--- src/rtl/tap_encoder.sv ---
// tap_encoder: transmit side of the JTAG USER data register. Buffers result words in a FIFO and
// shifts one {word, presence} frame per DR scan, LSB first. Option: TAP_ENCODER_FULL_FRAME_EN.
module tap_encoder #(
   parameter int DATA_WIDTH = 16,
   parameter int FIFO_DEPTH = 4
) (
   input  logic                  tck,
   input  logic                  test_logic_reset,
   input  logic                  ir_is_user,
   input  logic                  capture_dr,
   input  logic                  shift_dr,
   input  logic                  update_dr,
   input  logic [DATA_WIDTH-1:0] in_data,
   input  logic                  in_valid,
   output logic                  in_ready,
   output logic                  tdo
);

   localparam int PTR_W   = $clog2(FIFO_DEPTH);
   localparam int CNT_W   = PTR_W + 1;
   localparam int FRAME_W = DATA_WIDTH + 1;

   localparam logic [CNT_W-1:0] CNT_FULL = CNT_W'(FIFO_DEPTH);

   localparam logic [0:0] ST_IDLE  = 1'b0;
   localparam logic [0:0] ST_ARMED = 1'b1;

   logic [DATA_WIDTH-1:0] mem [FIFO_DEPTH];
   logic [PTR_W-1:0]      wr_ptr;
   logic [PTR_W-1:0]      rd_ptr;
   logic [CNT_W-1:0]      count;
   logic [FRAME_W-1:0]    sr;
   logic [0:0]            state;

   logic do_capture;
   logic do_shift;
   logic do_update;
   logic push;
   logic pop;
   logic pop_ok;
   logic fifo_empty;

   assign do_capture = ir_is_user && capture_dr;
   assign do_shift   = ir_is_user && shift_dr;
   assign do_update  = ir_is_user && update_dr;

   assign in_ready   = (count != CNT_FULL);
   assign fifo_empty = (count == '0);
   assign push       = in_valid && in_ready;
   assign pop        = do_update && (state == ST_ARMED) && pop_ok;
   assign tdo        = sr[0];

`ifdef TAP_ENCODER_FULL_FRAME_EN
   localparam int BC_W = $clog2(FRAME_W + 1);
   localparam logic [BC_W-1:0] BC_FULL = BC_W'(FRAME_W);

   // Counts shift edges since capture; a word is consumed only once the whole frame went out.
   logic [BC_W-1:0] bit_cnt;

   always_ff @(posedge tck or posedge test_logic_reset) begin
      if (test_logic_reset) begin
         bit_cnt <= '0;
      end else if (do_capture && !fifo_empty) begin
         bit_cnt <= '0;
      end else if (do_shift && (bit_cnt != BC_FULL)) begin
         bit_cnt <= bit_cnt + 1'b1;
      end
   end

   assign pop_ok = (bit_cnt == BC_FULL);
`else
   assign pop_ok = 1'b1;
`endif

   // Storage is data only; occupancy and pointers define what is valid.
   always_ff @(posedge tck) begin
      if (push) begin
         mem[wr_ptr] <= in_data;
      end
   end

   always_ff @(posedge tck or posedge test_logic_reset) begin
      if (test_logic_reset) begin
         wr_ptr <= '0;
         rd_ptr <= '0;
         count  <= '0;
      end else begin
         if (push) begin
            wr_ptr <= wr_ptr + 1'b1;
         end
         if (pop) begin
            rd_ptr <= rd_ptr + 1'b1;
         end
         if (push && !pop) begin
            count <= count + 1'b1;
         end else if (pop && !push) begin
            count <= count - 1'b1;
         end
      end
   end

   // Capture snapshots the head without consuming it; only update commits the pop.
   always_ff @(posedge tck or posedge test_logic_reset) begin
      if (test_logic_reset) begin
         sr    <= '0;
         state <= ST_IDLE;
      end else if (do_capture) begin
         if (!fifo_empty) begin
            sr    <= {mem[rd_ptr], 1'b1};
            state <= ST_ARMED;
         end else begin
            sr    <= '0;
            state <= ST_IDLE;
         end
      end else if (do_shift) begin
         sr <= {1'b0, sr[FRAME_W-1:1]};
      end else if (do_update) begin
         state <= ST_IDLE;
      end
   end

endmodule

--- config.mk ---
export PLATFORM = sky130hd
export DESIGN_NAME = tap_encoder
export DESIGN_NICKNAME = d
export VERILOG_FILES = /design/src/rtl/tap_encoder.sv
export SDC_FILE = /design/constraint.sdc
export NUM_CORES = 1
export LEC_CHECK = 0
export BUFFER_PORTS_ARGS = -buffer_cell sky130_fd_sc_hd__buf_2
export CORE_MARGIN = 8
export CORE_UTILIZATION = 54
export CTS_BUF_LIST = sky130_fd_sc_hd__clkbuf_8
export CTS_CLUSTER_DIAMETER = 60
export DETAILED_ROUTE_END_ITERATION = 8
export PLACE_DENSITY_LB_ADDON = 0.12
export SLEW_MARGIN = 15
export SYNTH_ARGS = -nofsm -noshare
export SYNTH_HDL_FRONTEND = slang
export SYNTH_SLANG_ARGS = --single-unit
--- constraint.sdc ---
create_clock -name tck -period 2.1 [get_ports tck]
set_input_delay 0.315 -clock tck [delete_from_list [all_inputs] [get_ports tck]]
set_output_delay 0.315 -clock tck [all_outputs]
set_load 0.03 [all_outputs]
==> results.ini <==
[grt]
grt_start_max_net_pins = 33
grt_remaining_overflow = 0
grt.total_usage = 0.143
antenna_found_initial = 0
grt_pass1_vias = 2020
grt_pass1_wl_um = 10500

[finish]
area_delta_synth_final_pct = 14.6
final_cell_mix = edfxtp_1, nand2_1, dfrtp_1
nNetsFinal = 285
n_antenna_cell = 0
mostFrequentLayoutCell = edfxtp_1
drive_gt1_frac = 0.287
fin_util = 0.628

[sta]
hold_viol_final = 0
timing.final.crit_period_ns = 1.88
worst_slew_pin_slew_ns = 0.616
slew_headroom = 0.588
tns_ns = 0
slew_viol_final = 0
finClkSkew_ns = 0.00950
fin_hold_ws_ns = 0.181
setup_viol = 0
fmax_ghz = 0.532
fin_crit_sh = 0.894
rsz0062_at_grt = false

[pwr]
power_mw = 5.55
p_seq_frac = 0.472
comb_power_share = 0.280
power.density_nw_per_um2 = 1320
power.internal_mw = 3.94
leakagePower_nw = 1.65
swShare = 0.291
p_clk_frac = 0.248
peakVddDrop_v = 0.000823
power.switching_mw = 1.61

[clock_tree]
cts.clk_slew.worst_paths_ns = 0.09
post-cts-setup-buffers = 0
cts_buffer_depth = 2
cts_tree = yes
cts_resized = 0
cts.root.buffer_cell = clkbuf_8
cts_buffers = 9
cts.sinks = 89
clk_latency_ns = 0.35
h-tree-depth = 3
cts_hold_buf = 1

[yosys]
ys_ff_latch = 89
syn-cell-area_sq_um = 3660
seq_area_frac_synth = 0.695
synth_cell_types = 28
syn_nets = 243
synthCells = 214
synth_warnings = 0
avgSynthCellArea_sq_um = 17.1

[drt]
wire_per_inst_um = 18.6
dr.pass1.iters = 4
routed_wl_um = 6340
routed-via-count = 1890
drc = 0
ant_nets = 0
drt_iter0_drc = 137
vias_per_cell = 5.54

[critical_path]
start_kind = flop
cp-end-kind = flop
worst_ep_required_time_ns = 2.38
crit_type = reg -> reg
crit_arrival_ns = 2.16
cp_max_fo = 4

[die]
initial_core_util = 0.548
io_pins = 25
core_sq_um = 6680
rows = 30
die_area_sq_um = 9680
fp.dieW_um = 98.4
dieHeight_um = 98.4

[placement]
numPortBuffers = 24
gp_congestion = 0.725
dp.final_hpwl_um = 4130

[flow_run]
max_cap_violations = 0

[outcome]
outcome = completed

[min_path]
hold_path.class = in -> reg

layer usage:
metal / part of all wire / track usage / wire (um) / up-vias
met5: 0 / 0 / 0 / -
met4: 0.0030 / 0.0437 / 19 / 0
met3: 0.055 / 0.0512 / 347 / 2
met2: 0.47 / 0.212 / 3000 / 44
met1: 0.47 / 0.192 / 2970 / 952
li1: - / - / - / 892
registers in the layout, summed over array words and instances, names as in the netlist:
name,count
mem,64
sr,17
count,3
rd_ptr,2
wr_ptr,2
state,1
path summary, 6_finish.rpt:
kind                             startpoint    endpoint  slack [ns]  cells after the start
min in group asynchronous  test_logic_reset       sr[5]        0.36                      3
max in group asynchronous  test_logic_reset      sr[16]        1.25                      4
max reg2reg                        count[0]    count[2]        0.22                      8
min                             in_data[11]  mem[3][11]        0.18                      1
min reg2reg                           sr[1]       sr[1]        0.49                      2
max                                count[0]    count[2]        0.22                      8
cell families (layout without fill, tap and decap cells):
family          Yosys count  in the layout  synth area share
xor+xnor                  6              6            0.0143
buf+inv                  30             77            0.0400
mux                      18             18             0.113
compound gates           21             21            0.0656
flops                    89             89             0.695
fa+ha+maj                 6              6            0.0225
simple gates             44             44            0.0495
worst max-delay path, cell delays in order (launching register included):
cell      delay, ns
dfrtp_1        0.48
nor2_1         0.11
a21boi_2       0.20
ha_1           0.20
inv_1          0.06
fa_1           0.37
xor2_1         0.15
nor2_1         0.11
xor2_1         0.14
power by group through the flow:
stage	Clock, mW	Combinational [mW]	Sequential (mW)
after floorplan	0	1.19	2.60
after global placement	0	1.56	2.64
after detailed placement	0	1.58	2.66
after CTS	1.41	1.59	2.62
after global routing	1.48	1.73	2.68
final	1.38	1.55	2.62
Yosys cell counts:
library cell | n | area (sq um)
dfrtp_1 | 25 | 626
buf_12 | 1 | 20.0
mux2_2 | 2 | 22.5
a21boi_2 | 1 | 11.3
o211ai_1 | 1 | 7.51
buf_6 | 1 | 11.3
nand4_1 | 1 | 6.26
ha_1 | 5 | 62.6
mux4_1 | 8 | 210
o22ai_1 | 1 | 6.26
and2_1 | 5 | 31.3
o311ai_1 | 1 | 8.76
xnor2_1 | 4 | 35.0
fa_1 | 1 | 20.0
mux4_2 | 8 | 180
nor2_1 | 2 | 7.51
buf_4 | 2 | 15.0
clkbuf_1 | 3 | 11.3
buf_2 | 2 | 10.0
o21ai_1 | 1 | 5.00
xor2_1 | 2 | 17.5
edfxtp_1 | 64 | 1920
inv_1 | 21 | 78.8
nand2_1 | 35 | 131
o221ai_2 | 7 | 105
nand3_1 | 1 | 5.00
o221ai_1 | 8 | 70.1
o311ai_4 | 1 | 26.3
metrics by stage:
step | area, sq um | std cells | setup WS [ns]
detailed placement | 3950 | 324 | 0.234
CTS | 4200 | 341 | 0.206
global placement | 3950 | 324 | 0.280
floorplan | 3660 | 214 | 0.234
finish | 4200 | 341 | 0.222
global route | 4200 | 341 | 0.0750
final cells by class:
cell class	count	area, sq um
flip-flops and latches	89	2550
fillers	492	2480
multi-input cells	95	973
repair buffers	40	255
clock buffers	9	124
clock inverters	7	119
well taps	80	100
inverters	21	78.8
(Power assumes the default switching activity.)
